<file path="config.mk">
export PLATFORM = sky130hd
export DESIGN_NAME = checker_ctrl
export DESIGN_NICKNAME = d
export VERILOG_FILES = /design/src/rtl/checker_ctrl.sv
export SDC_FILE = /design/constraint.sdc
export NUM_CORES = 1
export LEC_CHECK = 0
export CAP_MARGIN = 10
export CORE_MARGIN = 5
export CORE_UTILIZATION = 35
export CTS_CLUSTER_DIAMETER = 80
export DETAILED_ROUTE_END_ITERATION = 10
export HOLD_SLACK_MARGIN = 0.02
export PLACE_DENSITY_LB_ADDON = 0.15
export SYNTH_ARGS = -nofsm -noshare
export SYNTH_HDL_FRONTEND = slang
export SYNTH_SLANG_ARGS = --single-unit
</file>
<file path="constraint.sdc">
create_clock -name sys_clk -period 14.8 [get_ports sys_clk]
set_clock_uncertainty 0.1 [all_clocks]
set_input_delay 1.48 -clock sys_clk [delete_from_list [all_inputs] [get_ports sys_clk]]
set_output_delay 1.48 -clock sys_clk [all_outputs]
set_load 0.02 [all_outputs]
</file>
<file path="src/rtl/checker_ctrl.sv">
// checker_ctrl
// Command front-end for a checker core. Accepts one check command at a time
// over a valid/ready handshake, drives mode/start/address into the checker,
// captures the checker result byte on its end pulse, enforces a timeout and
// an abort, and returns the outcome over a valid/ready result handshake.
//
// Ports
//   sys_clk, sys_rst                 clock, asynchronous active-high reset
//   cmd_valid/cmd_ready              command handshake
//   cmd_mode[1:0], cmd_addr[63:0]    command payload
//   abort                            stop the current run (RUN only)
//   cmode, cstart, caddr             drive into the checker
//   cend, cctrl[7:0]                 checker done pulse and result byte
//   result_valid/result_ready        result handshake
//   result_ctrl, result_cycles,
//   result_timeout, result_aborted   result payload
//   busy                             high whenever not IDLE
//
// Parameters
//   TIMEOUT       maximum RUN cycles before a forced stop, 0 = no timeout
//   DRAIN_CYCLES  cycles cstart is held low after a run (2 or more)
//
// state     | meaning
// ----------+----------------------------------------------------------
// ST_IDLE   | waiting for a command, cmd_ready high
// ST_RUN    | cstart high, counting cycles until end, abort or timeout
// ST_DRAIN  | cstart low for DRAIN_CYCLES so the checker returns to idle
// ST_RESULT | result_valid high, waiting for result_ready

module checker_ctrl #(
   parameter logic [31:0] TIMEOUT      = 32'd1000000,
   parameter int unsigned DRAIN_CYCLES = 2
) (
   input  logic        sys_clk,
   input  logic        sys_rst,
   input  logic        cmd_valid,
   output logic        cmd_ready,
   input  logic [1:0]  cmd_mode,
   input  logic [63:0] cmd_addr,
   input  logic        abort,
   output logic [1:0]  cmode,
   output logic        cstart,
   output logic [63:0] caddr,
   input  logic        cend,
   input  logic [7:0]  cctrl,
   output logic        result_valid,
   input  logic        result_ready,
   output logic [7:0]  result_ctrl,
   output logic [31:0] result_cycles,
   output logic        result_timeout,
   output logic        result_aborted,
   output logic        busy
);

   typedef enum logic [1:0] {
      ST_IDLE   = 2'd0,
      ST_RUN    = 2'd1,
      ST_DRAIN  = 2'd2,
      ST_RESULT = 2'd3
   } state_t;

   // Drain counter is loaded on leaving RUN and counts down to zero, so the
   // DRAIN state lasts exactly DRAIN_CYCLES cycles.
   localparam logic [31:0] DRAIN_LOAD = 32'(DRAIN_CYCLES - 1);

   state_t      state;
   logic [31:0] run_cnt;
   logic [31:0] drain_cnt;

   // Decoded straight from the state register so reset takes effect on
   // these without waiting for a clock edge.
   assign cmd_ready    = (state == ST_IDLE);
   assign busy         = (state != ST_IDLE);
   assign result_valid = (state == ST_RESULT);

   always_ff @(posedge sys_clk or posedge sys_rst) begin
      if (sys_rst) begin
         state          <= ST_IDLE;
         cmode          <= 2'd0;
         caddr          <= 64'd0;
         cstart         <= 1'b0;
         run_cnt        <= 32'd0;
         drain_cnt      <= 32'd0;
         result_ctrl    <= 8'd0;
         result_cycles  <= 32'd0;
         result_timeout <= 1'b0;
         result_aborted <= 1'b0;
      end else begin
         case (state)
            ST_IDLE: begin
               if (cmd_valid) begin
                  cmode          <= cmd_mode;
                  caddr          <= cmd_addr;
                  cstart         <= 1'b1;
                  run_cnt        <= 32'd0;
                  result_ctrl    <= 8'd0;
                  result_cycles  <= 32'd0;
                  result_timeout <= 1'b0;
                  result_aborted <= 1'b0;
                  state          <= ST_RUN;
               end
            end

            // Priority: checker end beats abort, abort beats timeout.
            ST_RUN: begin
               if (cend) begin
                  result_ctrl   <= cctrl;
                  result_cycles <= run_cnt;
                  cstart        <= 1'b0;
                  drain_cnt     <= DRAIN_LOAD;
                  state         <= ST_DRAIN;
               end else if (abort) begin
                  result_aborted <= 1'b1;
                  result_ctrl    <= 8'd0;
                  result_cycles  <= run_cnt;
                  cstart         <= 1'b0;
                  drain_cnt      <= DRAIN_LOAD;
                  state          <= ST_DRAIN;
               end else if ((TIMEOUT != 32'd0) && (run_cnt == TIMEOUT)) begin
                  result_timeout <= 1'b1;
                  result_ctrl    <= 8'd0;
                  result_cycles  <= TIMEOUT;
                  cstart         <= 1'b0;
                  drain_cnt      <= DRAIN_LOAD;
                  state          <= ST_DRAIN;
               end else if (run_cnt != 32'hFFFF_FFFF) begin
                  run_cnt <= run_cnt + 32'd1;
               end
            end

            // cend is deliberately not looked at here: a late or re-armed
            // pulse from the checker must not disturb the captured result.
            ST_DRAIN: begin
               if (drain_cnt == 32'd0) begin
                  state <= ST_RESULT;
               end else begin
                  drain_cnt <= drain_cnt - 32'd1;
               end
            end

            ST_RESULT: begin
               if (result_ready) begin
                  state <= ST_IDLE;
               end
            end

            default: state <= ST_IDLE;
         endcase
      end
   end

endmodule

</file>
Word-level counts from Yosys, hierarchy flattened
Cells that the tools add are included.
- flip-flop bits (word level): 175
- bits of input ports: 80
- output and inout port bits: 112
- word-level logic and storage cells: 80
- add/sub/neg operators: 2
- equal/unequal tests: 16
- mux-type cells: 40
- reduce and logical (&&, ||, !) cells: 12
- operator list (operator ; count):
    32-bit two-way mux ; 12
    32-bit one-hot mux with 2 select lines ; 3
    32-bit by 1-bit adder with 32-bit output (second input constant) ; 1
    32-bit by 20-bit equality test with 1-bit output (second input constant) ; 1
    32-bit logical NOT ; 1
    8-bit two-way mux ; 4
    32-bit inequality test (second input constant) ; 1
    32-bit by 1-bit subtractor with 32-bit output (second input constant) ; 1
    2-bit inequality test (second input constant) ; 9
    8-bit one-hot mux with 2 select lines ; 1
    2-bit two-way mux ; 6
    1-bit two-way mux ; 10
    2-bit one-hot mux with 4 select lines ; 1
    4-bit AND reduction ; 2
    1-bit one-hot mux with 2 select lines ; 3
    3-bit AND reduction ; 2
    6-bit AND reduction ; 1
    2-bit nonzero test ; 3
    5-bit AND reduction ; 1
    2-bit equality test (second input constant) ; 2
    4-bit inequality test (second input constant) ; 1
    2-bit by 1-bit equality test with 1-bit output (second input constant) ; 1
    2-bit logical NOT ; 1
    2-bit by 1-bit inequality test with 1-bit output (second input constant) ; 1
    2-bit AND reduction ; 1

Longest topological paths before layout
- depth in word-level cells: 6
- depth in mapped cells: 10
- gate-level depth less buffers: 8

Least setup slack after synthesis
OpenSTA, ideal clock, no wires.
- path type: input -> register
- start point: input cend
- end point: register run_cnt[30]
- library setup time: 132 ps
- data arrival time: 2900 ps
- data required time: 14568 ps
- path slack: 11669 ps
- stages on the path: 7
- buffers on the path: 1
- path through: nor2_1 > clkbuf_1 > and3_1 > o21ai_1 > nor4b_1 > xnor2_1 > nor2_1
- cells in the longest elaborated chain, start to end: 2
- ends and longest elaborated chain (element ; RTL line ; source):
    start, declared ; 44 ; input logic cend,
    2-bit inequality test (no source line) ; - ;
    6-bit AND reduction (no source line) ; - ;
    end signal, assigned ; 127 ; run_cnt <= run_cnt + 32'd1;
    end, declared ; 67 ; logic [31:0] run_cnt;
No other way between the ends.
A chain may end at the register's enable or synchronous reset.

Worst setup path after layout
- start point: input cend
- end point: register result_cycles[29]
- cells in the longest elaborated chain, start to end: 2
- elaborated cells on any way between the ends: 4
- classes of those cells: 1 x eq/ne; 2 x mux; 1 x reduce/logical
- ends and longest elaborated chain (element ; RTL line ; source):
    4-bit inequality test (no source line) / 32-bit two-way mux (equally long branches) ; - ;
    3-bit AND reduction (no source line) / 32-bit one-hot mux with 2 select lines (equally long branches) ; - ;
    end signal, assigned ; 108 ; result_cycles <= run_cnt;
    end signal, assigned ; 115 ; result_cycles <= run_cnt;
    end, declared ; 49 ; output logic [31:0] result_cycles,
Several ways; a longest one is shown, not always the timed one.

==> impl_metrics.json <==
{
  "status": "finished, final reports clean",
  "fin_crit_ns": 4.39,
  "cts_tree": "built",
  "area_growth_pct": 34.2,
  "drc_errors": 0,
  "rr_endpoint": "drain_cnt[16]",
  "synth_seq_area_share_pct": 54.7,
  "drt-initial-drc-count": 282,
  "grt_pass1_wl_um": 33300,
  "wl_per_cell_um": 17.1,
  "max_freq_mhz": 228,
  "cts_buffer_depth": 2,
  "hold-worst-slack_ns": 0.377,
  "slowest_stage": "nor2_1",
  "fillers": 2141,
  "cts-resized-gates": 0,
  "power.total_uw": 2130,
  "endpoint_kind": "register",
  "cts_setup_buffers": 0,
  "fin_crit_sh_pct": 29.6,
  "drt-pass1-iter-count": 5,
  "final-seq-area_mm2": 0.00438,
  "worstHoldPathType": "reg2reg",
  "die_height_um": 161,
  "start_util_pct": 35.5,
  "grt_max_degree": 103,
  "hold_depth": 2,
  "core-area_mm2": 0.0226,
  "synth_fp_nets": 838,
  "p_clk_share_pct": 21.0,
  "peakVddDrop_uv": 94.9,
  "reg2reg_depth": 8,
  "fin_setup_tns_ns": 0,
  "crit_type": "in2reg",
  "crit_arrival_ns": 4.55,
  "cpPeakStageDelay_ns": 0.75,
  "layout.nets": 1013,
  "antenna_left": 0,
  "drv_cap": 0,
  "path_cells": "clkdlybuf4s50_1 -> nor2_1 -> o211a_1 -> a21o_2 -> buf_4 -> o21ai_0",
  "layout-drive-gt1-share_pct": 12.7,
  "syn-cell-area_mm2": 0.00801,
  "routed_wl_um": 20900,
  "dieArea_mm2": 0.0260,
  "dp_hpwl_um": 14800,
  "crit_fanout": 81,
  "num_antenna_cells": 0,
  "clock-sinks": 175,
  "h-tree-depth": 4,
  "power.switching_uw": 829,
  "drv_slew": 0,
  "cts_hold_buffers": 0,
  "crit_required_ns": 14.97,
  "vias_per_cell": 5.07,
  "r2r_start": "state[1]",
  "cts_inserted_buffers": 17,
  "p_leak_uw": 0.00442,
  "die_x_um": 161,
  "async_flop_share_pct": 100,
  "gp_congestion": 0.783,
  "sequentialPowerShare_pct": 34.3,
  "synth_flop_cell": "dfrtp_1",
  "p_int_uw": 1300,
  "vias": 6205,
  "rrSetupSlack_ns": 11.66,
  "hold_end": "result_ctrl[2]",
  "root_buffer": "clkbuf_16",
  "grt_pass1_vias": 6165,
  "rsz0062_at_grt": "no",
  "setup_violations": 0,
  "multi_input_area_mm2": 0.00343,
  "ys_ff_latch": 175,
  "synth_edf_count": 0,
  "syn_avg_cell_area_um2": 10.7,
  "p_sw_share_pct": 39.0,
  "rows": 55,
  "antenna_found_initial": 0,
  "pwr_density_cell_mw_per_mm2": 198,
  "io_buffers": 191,
  "clock_latency_ns": 0.42,
  "syn_inst": 751,
  "track_usage_pct": 15.9,
  "ios": 192,
  "layout_common_cells": "191 x clkdlybuf4s50_1, 175 x dfrtp_1, 88 x nand2_1",
  "worst_hold_startpoint": "result_ctrl[2]",
  "hold_viol": 0,
  "yosysWarnings": 0,
  "cts.clk_slew.worst_paths_ns": 0.06,
  "grt.overflow.total": 0,
  "layout_commonest_cell": "clkdlybuf4s50_1",
  "start_kind": "input port",
  "synth.distinct_cells": 54,
  "worstMarginPinSlew_ns": 1.22,
  "pwr-share-comb_pct": 44.7,
  "slew_headroom_pct": 18.2
}
synthesized netlist by cell type (2+ instances only):
cell / n / share of area, %
nor2b_1: 3 / 0.23
nor2_1: 67 / 3.1
clkbuf_1: 32 / 1.5
or4_1: 7 / 0.66
o2111ai_1: 2 / 0.22
nor3_2: 2 / 0.25
o41ai_1: 2 / 0.22
nor4_4: 2 / 0.53
nand4b_1: 4 / 0.44
xor2_1: 16 / 1.7
and4_1: 7 / 0.77
mux2_2: 67 / 9.4
mux2i_1: 2 / 0.25
a31oi_1: 2 / 0.16
and3_1: 6 / 0.47
xnor2_1: 33 / 3.6
a21oi_1: 8 / 0.50
nand2_1: 89 / 4.2
nor4b_1: 4 / 0.44
o31ai_1: 3 / 0.28
nor3b_1: 2 / 0.19
or2_2: 2 / 0.16
nand3_1: 31 / 1.9
nor4_2: 2 / 0.31
and2_1: 2 / 0.16
nor4_1: 31 / 2.4
inv_1: 12 / 0.56
o31a_1: 2 / 0.22
nor3_1: 15 / 0.94
o21a_1: 2 / 0.19
buf_2: 4 / 0.25
or3_1: 10 / 0.78
nand4_1: 17 / 1.3
dfrtp_1: 175 / 55
a21o_1: 2 / 0.19
o21ai_0: 54 / 3.4
ha_1: 7 / 1.1
buf_1: 4 / 0.19
nand2b_1: 4 / 0.31
state kept, by name, indices dropped and copies added (netlist names):
signal,count
caddr,64
cmode,2
cstart,1
drain_cnt,32
result_aborted,1
result_ctrl,8
result_cycles,32
result_timeout,1
run_cnt,32
state,2
area by class of cell:
class                           count  area share (%)
Timing Repair Buffer              197            18.2
Sequential cell                   175            40.7
Multi-Input combinational cell    523            31.9
Tap cell                          285            3.32
Clock inverter                     14            1.36
Clock buffer                       18            3.99
Inverter                           12           0.466
critical path: cells and delay by family:
| family | cells | cell delay [ns] |
|---|---|---|
| compound gates | 3 | 1.07 |
| buf+inv | 2 | 1.18 |
| simple gates | 1 | 0.75 |
per-stage QoR:
stage	utilization, %	cell area (um^2)	setup slack (ns)	instances
2_1_floorplan	-	8010	8.47	751
3_3_place_gp	45.1	10200	10.05	1192
3_5_place_dp	45.1	10200	9.97	1192
4_1_cts	47.6	10700	10.42	1224
5_1_grt	47.6	10700	10.19	1224
6_report	47.6	10700	10.41	1224
power groups by stage:
| stage | clock network, uW | logic, uW | registers, uW |
|---|---|---|---|
| 6_report | 447 | 951 | 730 |
| 5_1_grt | 478 | 1030 | 757 |
| 4_1_cts | 457 | 966 | 732 |
| 3_5_place_dp | 0 | 961 | 739 |
| 3_3_place_gp | 0 | 956 | 736 |
| 2_1_floorplan | 0 | 447 | 864 |
kinds of logic after synthesis:
family	Yosys count	share of synthesized area, %
flops	175	54.7
buf+inv	53	2.59
simple gates	311	20.2
fa+ha+maj	7	1.09
compound gates	87	6.47
mux	69	9.67
xor+xnor	49	5.36
worst max-delay path by stage:
stage / slack [ns] / endpoint / startpoint / cells after the start
finish: 10.41 / result_cycles[29] / cend / 6
global route: 10.19 / result_cycles[29] / cend / 6
CTS: 10.42 / result_cycles[29] / cend / 6
detailed placement: 9.97 / result_cycles[23] / cend / 6
global placement: 10.05 / result_cycles[31] / cend / 6
floorplan: 8.47 / caddr[0] / sys_rst / 1
layer usage:
layer  vias to the layer above  track usage [%]  share of wire [%]
met1                      3038             20.2                 43
li1                       3006                -                  -
met3                        23             4.13                4.4
met4                         0             4.61                2.0
met2                       138             26.7                 50
met5                         -                0                  0
Note: power is estimated with default switching activity, not from simulation.
